`src/rtl/fp_pkg.sv`:
```
// fp_pkg: shared widths, FSM state encoding and zero result for the short float format.
package fp_pkg;
    localparam int EXP_W  = 4;
    localparam int FRAC_W = 8;
    localparam int INT_W  = 12;

    typedef enum logic [1:0] {IDLE, NORM, DONE} state_t;

    typedef struct packed {
        logic              sign;
        logic [EXP_W-1:0]  exp;
        logic [FRAC_W-1:0] frac;
    } fp_t;

    localparam fp_t FP_ZERO = '0;
endpackage

```
`src/rtl/fp_round_unit.sv`:
```
// fp_round_unit: round-half-up of a truncated fraction with renormalize on carry-out.
// Only built with INT_TO_FP_ROUND_EN defined; truncation builds carry no guard-bit logic.
`ifdef INT_TO_FP_ROUND_EN
module fp_round_unit
    import fp_pkg::*;
(
    input  logic [FRAC_W-1:0] frac_in,
    input  logic [EXP_W-1:0]  exp_in,
    input  logic              guard,
    output logic [FRAC_W-1:0] frac_out,
    output logic [EXP_W-1:0]  exp_out
);
    logic [FRAC_W:0] sum;
    assign sum      = {1'b0, frac_in} + {{FRAC_W{1'b0}}, guard};
    // carry-out means the fraction was all ones: renormalize to 0.1000_0000 and bump exponent
    assign frac_out = sum[FRAC_W] ? {1'b1, {(FRAC_W-1){1'b0}}} : sum[FRAC_W-1:0];
    assign exp_out  = exp_in + {{(EXP_W-1){1'b0}}, sum[FRAC_W]};
endmodule
`endif

```
`src/rtl/int_to_fp_seq.sv`:
```
// int_to_fp_seq: sign-magnitude integer to short float, normalizing one left shift per cycle.
// Define INT_TO_FP_ROUND_EN for round-half-up on the guard bit; default is truncation.
module int_to_fp_seq
    import fp_pkg::*;
(
    input  logic              clk,
    input  logic              reset_n,
    input  logic              in_valid,
    output logic              in_ready,
    input  logic              sign_in,
    input  logic [INT_W-1:0]  mag_in,
    output logic              out_valid,
    input  logic              out_ready,
    output logic              sign_out,
    output logic [EXP_W-1:0]  exp_out,
    output logic [FRAC_W-1:0] frac_out
);
    state_t            state, state_nxt;
    logic [INT_W-1:0]  work, work_nxt;
    logic [EXP_W-1:0]  cnt, cnt_nxt;
    logic              sign_r, sign_nxt;
    fp_t               res, res_nxt;
    logic [FRAC_W-1:0] frac_t;
    logic [EXP_W-1:0]  exp_t;

`ifdef INT_TO_FP_ROUND_EN
    fp_round_unit u_round (
        .frac_in  (work[INT_W-1 -: FRAC_W]),
        .exp_in   (cnt),
        .guard    (work[INT_W-1-FRAC_W]),
        .frac_out (frac_t),
        .exp_out  (exp_t)
    );
`else
    assign frac_t = work[INT_W-1 -: FRAC_W];
    assign exp_t  = cnt;
`endif

    always_comb begin
        state_nxt = state;
        work_nxt  = work;
        cnt_nxt   = cnt;
        sign_nxt  = sign_r;
        res_nxt   = res;
        case (state)
            IDLE: if (in_valid) begin
                work_nxt  = mag_in;
                sign_nxt  = sign_in;
                cnt_nxt   = EXP_W'(INT_W);
                state_nxt = NORM;
            end
            NORM: if (work == '0) begin
                // negative zero collapses to +0
                res_nxt   = FP_ZERO;
                state_nxt = DONE;
            end else if (work[INT_W-1]) begin
                res_nxt   = {sign_r, exp_t, frac_t};
                state_nxt = DONE;
            end else begin
                work_nxt  = work << 1;
                cnt_nxt   = cnt - 1'b1;
            end
            DONE: if (out_ready) state_nxt = IDLE;
            default: state_nxt = IDLE;
        endcase
    end

    always_ff @(posedge clk or negedge reset_n) begin
        if (!reset_n) begin
            state  <= IDLE;
            work   <= '0;
            cnt    <= '0;
            sign_r <= 1'b0;
            res    <= FP_ZERO;
        end else begin
            state  <= state_nxt;
            work   <= work_nxt;
            cnt    <= cnt_nxt;
            sign_r <= sign_nxt;
            res    <= res_nxt;
        end
    end

    assign in_ready  = (state == IDLE);
    assign out_valid = (state == DONE);
    assign sign_out  = res.sign;
    assign exp_out   = res.exp;
    assign frac_out  = res.frac;
endmodule
```
`config.mk`:
```
export PLATFORM = sky130hd
export DESIGN_NAME = int_to_fp_seq
export DESIGN_NICKNAME = d
export VERILOG_FILES = /design/src/rtl/fp_pkg.sv /design/src/rtl/fp_round_unit.sv /design/src/rtl/int_to_fp_seq.sv
export SDC_FILE = /design/constraint.sdc
export NUM_CORES = 1
export LEC_CHECK = 0
export BUFFER_PORTS_ARGS = -buffer_cell sky130_fd_sc_hd__buf_2
export CAP_MARGIN = 20
export CORE_UTILIZATION = 57
export DETAILED_ROUTE_END_ITERATION = 16
export PLACE_DENSITY = 0.83
export SETUP_SLACK_MARGIN = 0.02
export SLEW_MARGIN = 25
export SYNTH_ARGS = -nofsm -noshare
export SYNTH_HDL_FRONTEND = slang
export SYNTH_SLANG_ARGS = --single-unit
```
`constraint.sdc`:
```
create_clock -name clk -period 4 [get_ports clk]
set_input_delay 0.8 -clock clk [delete_from_list [all_inputs] [get_ports clk]]
set_output_delay 0.8 -clock clk [all_outputs]
set_load 0.02 [all_outputs]
```
Word-level counts from Yosys, hierarchy flattened:

Index checks and enable logic that the tools add are counted.

* bitwise operators: 0
* multiplexer cells: 15
* magnitude comparators: 0
* add/sub/neg operators: 1
* shift operators: 0
* reduce and logical (&&, ||, !) cells: 9
* multiply operators: 0
* equal/unequal tests: 7
* div/mod/pow operators: 0

Operators with widths (number)
* 2-to-1 mux 12 bit: 3
* 2-to-1 mux 13 bit: 2
* one-hot mux 12 bit (2 select lines): 1
* zero test 12 bit: 1
* 2-to-1 mux 4 bit: 3
* 2-to-1 mux 2 bit: 4
* one-hot mux 4 bit (2 select lines): 1
* != test 2 bit, second input constant: 3
* one-hot mux 2 bit (3 select lines): 1
* AND reduction 3 bit: 2
* AND reduction 2 bit: 2
* AND reduction 4 bit: 1
* nonzero test 2 bit: 2
* subtractor 4 x 1 -> 4 bit, second input constant: 1
* != test 3 bit, second input constant: 1
* == test 2 x 1 -> 1 bit, second input constant: 1
* == test 2 bit, second input constant: 1
* zero test 2 bit: 1
* != test 2 x 1 -> 1 bit, second input constant: 1

* register bits: 32
* memories kept: 0
* bits in read-only memories: 0
* bits in writable memories: 0
* bits in latches: 0
* output and inout port bits: 15

Logic depth before layout (Yosys ltp):

* depth in word-level cells: 4
* gate-level depth with buffers: 6
* depth with buffers taken out: 4

Least setup slack after synthesis:

Ideal clock, no wire load.

* path kind: flip-flop to flip-flop
* from: reg state[1]
* to: reg work[3]
* slack: 2.349 ns
* arrival: 1.526 ns
* clock period less this slack: 1.651 ns
* cell stages (with the launch flop): 6
* cells stage by stage: dfrtp_1 nor2_1 nand2_1 o21ai_4 buf_6 mux2_4

* word-level cells in the longest chain between the ends: 3

Ends and longest elaborated chain
* start: declaration: line int_to_fp_seq.sv:18 `state_t state, state_nxt;`
* start signal: assignment: line int_to_fp_seq.sv:76 `state <= state_nxt;`
* zero test 2 bit *
* via in_ready: line int_to_fp_seq.sv:9 `output logic in_ready,`
* != test 2 bit (no line) or nonzero test 2 bit (tied branches)
* AND reduction 4 bit (no line)
* end signal: assignment: line int_to_fp_seq.sv:77 `work <= work_nxt;`
* end: declaration: line int_to_fp_seq.sv:19 `logic [INT_W-1:0] work, work_nxt;`

The timed path passes the listed nets; every way through them passes the cells marked *.
A chain may end at the register's enable or synchronous reset.

Final worst setup path:

* from: reg state[1]
* to: reg work[9]

* word-level cells in the longest chain between the ends: 3

Ends and longest elaborated chain
* == test 2 x 1 -> 1 bit or zero test 2 bit (tied branches): line int_to_fp_seq.sv:45 `case (state)`
* != test 2 bit (no line) or nonzero test 2 bit (tied branches)
* AND reduction 4 bit (no line)

Parallel ways exist; a longest one is shown, timed or not.

==> results.toml <==
[status]
status = "completed"

[sta]
slew_headroom = 0.432
post-route-min-period_ps = 2330
hold_violations = 0
fin_setup_tns_ps = 0
finalSetupViolCount = 0
skew_ps = 7.98
tightest_slew_ps = 852
slew_viol_final = 0
final.period_utilization = 0.582
fmax_mhz = 429
rsz0062_at_grt = "false"

[setup_path]
start_kind = "flop"
timing.rr.start = "state[1]$_DFFE_PN0P_"
worstPathRequired_ps = 4210
path_class = "flop to flop"
critical-path-max-stage-delay_ps = 540
slowest_stage = "nand2b_1"
reg2reg_to = "work[9]$_DFFE_PN0P_"
crit_fanout = 29
reg2reg_slack_ps = 1670
cp_top_family = "simple AND/OR/NAND/NOR gates"
cp-end-kind = "flop"
cp_cell_sequence = "nand2b_1 > nand2b_1 > o21ai_4 > mux2_2"
timing.critical_path.buf_inv = 0
r2r_cells = 4
cpMostUsedCell = "nand2b_1"
crit_arrival_ps = 2540

[global_routing]
overflow = 0
antenna_found_initial = 0
grtUsageTotal = 0.239
grt_max_degree = 33
grt_pass1_vias = 1057
grt_pass1_wl_um = 4650

[power_and_ir_drop]
leakagePower_nw = 0.822
p_per_area_nw_per_um2 = 847
max-vdd-ir-drop_mv = 0.535

[synth]
synth_top_cell_by_area = "dfrtp_1"
ys_warn_count = 0
synth_cells = 134
yosys-top-cells-area = "dfrtp_1 54%, nand2_1 6.8%, a22o_1 6.5%, mux2_4 6.1%, o21ai_0 4.7%"
ys_ff_latch = 32
ys_types = 32
syn-num-nets = 152
synthDominantCellAreaShare = 0.538
yosysSeqAreaShare = 0.538
synth_area_per_cell_um2 = 11.1
syn_area_um2 = 1490

[floorplanning]
rows = 18
die_w_um = 53.1
top_level_ports = 32
start_util = 0.601
dieArea_um2 = 2820
die_height_um = 53.1
core_area_um2 = 2480

[run]
max_cap_viol_count = 0

[final_layout]
syn_to_final_growth_pct = 13.9
finalInstanceArea_um2 = 1700
fin_cells = 195
final_common_cell = "dfrtp_1"
drive_gt1_frac = 0.333
n_fill_cell = 193
diodes = 0
nNetsFinal = 183
layout_common_cells = "32 x dfrtp_1, 31 x buf_2, 27 x nand2_1, 14 x o21ai_0, 11 x a22o_1"

[clock_network]
cts_buffers = 5
clk_pin_slew_ps = 90
cts_max_path_buffers = 2
cts_tree = "built"
ctsHtreeMaxLevel = 2
clk_latency_ps = 320
postCtsHoldBufs = 0
post-cts-setup-buffers = 0
root_buffer = "clkbuf_4"
cts_sinks = 32
ctsResizeCount = 0

[place]
place.gp.congestion = 0.790
dpl.cell_count = 188
io_buffer_count = 31
place_area_um2 = 1630
hpwlAfterDp_um = 2020

[route]
dr.pass1.iters = 6
post_drt_wl_per_cell_um = 14.8
via_count = 1112
wl_um = 2890
viasPerCell = 5.70
ant_nets = 0
drc = 0
drt-initial-drc-count = 26

[min_path]
worstHoldEndpoint = "frac_out[4]$_DFFE_PN0P_"
hold_path_depth = 1
holdCritPathClass = "flop to flop"
min_from = "frac_out[4]$_DFFE_PN0P_"
[power breakdown]
part / switching (W) / total, W / leakage [nW] / internal, W
sequential: 0.000123 / 0.000597 / 0.387 / 0.000474
combinational: 0.000349 / 0.000639 / 0.398 / 0.000290
clock: 0.000101 / 0.000200 / 0.0374 / 0.0000996
total: 0.000573 / 0.00144 / 0.822 / 0.000864
[cells by family (layout without fill, tap and decap cells)]
| family | after synthesis | in the layout | synth area share |
|---|---|---|---|
| AOI/OAI and AO/OA | 33 | 33 | 0.166 |
| adders and majority gates | 1 | 1 | 0.00840 |
| buffers and inverters | 10 | 41 | 0.0412 |
| DFF | 32 | 32 | 0.538 |
| muxes | 12 | 12 | 0.105 |
| and+or+nand+nor | 46 | 46 | 0.142 |
[state kept, by name, summed over array words and instances, names as in the netlist]
name,cells
cnt,4
frac_out,8
sign_r,1
exp_out,4
sign_out,1
state,2
work,12
[worst max path at each step]
stage / startpoint / end / slack, ps / cells after the start
finish: state[1]$_DFFE_PN0P_ / work[9]$_DFFE_PN0P_ / 1670 / 4
floorplan: state[1]$_DFFE_PN0P_ / work[3]$_DFFE_PN0P_ / 2350 / 5
global placement: state[1]$_DFFE_PN0P_ / work[2]$_DFFE_PN0P_ / 1790 / 4
global route: state[1]$_DFFE_PN0P_ / work[9]$_DFFE_PN0P_ / 1500 / 4
CTS: state[1]$_DFFE_PN0P_ / work[2]$_DFFE_PN0P_ / 1670 / 4
detailed placement: state[1]$_DFFE_PN0P_ / work[2]$_DFFE_PN0P_ / 1690 / 4
[routing by layer]
layer	GRT usage	vias up	part of all wire
met1	0.298	536	0.46
met3	0.0661	5	0.039
met4	0.118	0	0.011
met2	0.378	31	0.49
met5	0	-	0
li1	-	540	-
[metrics by stage]
stage / setup WS, ps / total power, W / hold WS [ps] / utilization
after detailed placement: 1690 / 0.00125 / 475 / 0.659
after CTS: 1670 / 0.00145 / 495 / 0.685
final: 1670 / 0.00144 / 494 / 0.685
after floorplan: 2350 / 0.00110 / 446 / -
after global placement: 1790 / 0.00120 / 460 / 0.659
after global routing: 1500 / 0.00154 / 524 / 0.685
[layout make-up]
type / count / area [um^2] / area share
tap: 30 / 37.5 / 0.0221
multi-input combinational: 92 / 627 / 0.369
sequential: 32 / 801 / 0.472
clock buffer: 7 / 65.1 / 0.0383
timing repair buffer: 31 / 155 / 0.0914
inverter: 3 / 11.3 / 0.00664
[cell usage after synthesis]
cell type / number
dfrtp_1: 32
nand2_1: 27
o21ai_0: 14
a22o_1: 11
mux2_4: 6
mux2_2: 4
buf_6: 3
clkbuf_1: 3
inv_1: 3
nand2b_1: 3
nor2_1: 3
nor4_1: 3
nand3_1: 2
o221a_2: 2
a21o_1: 1
a22oi_1: 1
a31o_2: 1
and2_1: 1
and3_2: 1
buf_2: 1
ha_1: 1
mux2_1: 1
mux2i_1: 1
nand4_1: 1
nor2b_1: 1
nor3_1: 1
nor3b_1: 1
o211ai_1: 1
o21ai_4: 1
o31a_2: 1
or2_2: 1
or3_1: 1
[worst reg2reg max path, delay by kind of cell (launching register included)]
family	cells	cell delay, ps
compound gates	1	480
flops	1	420
mux	1	400
simple gates	2	920
No activity file was read; power rests on OpenSTA's default activity.
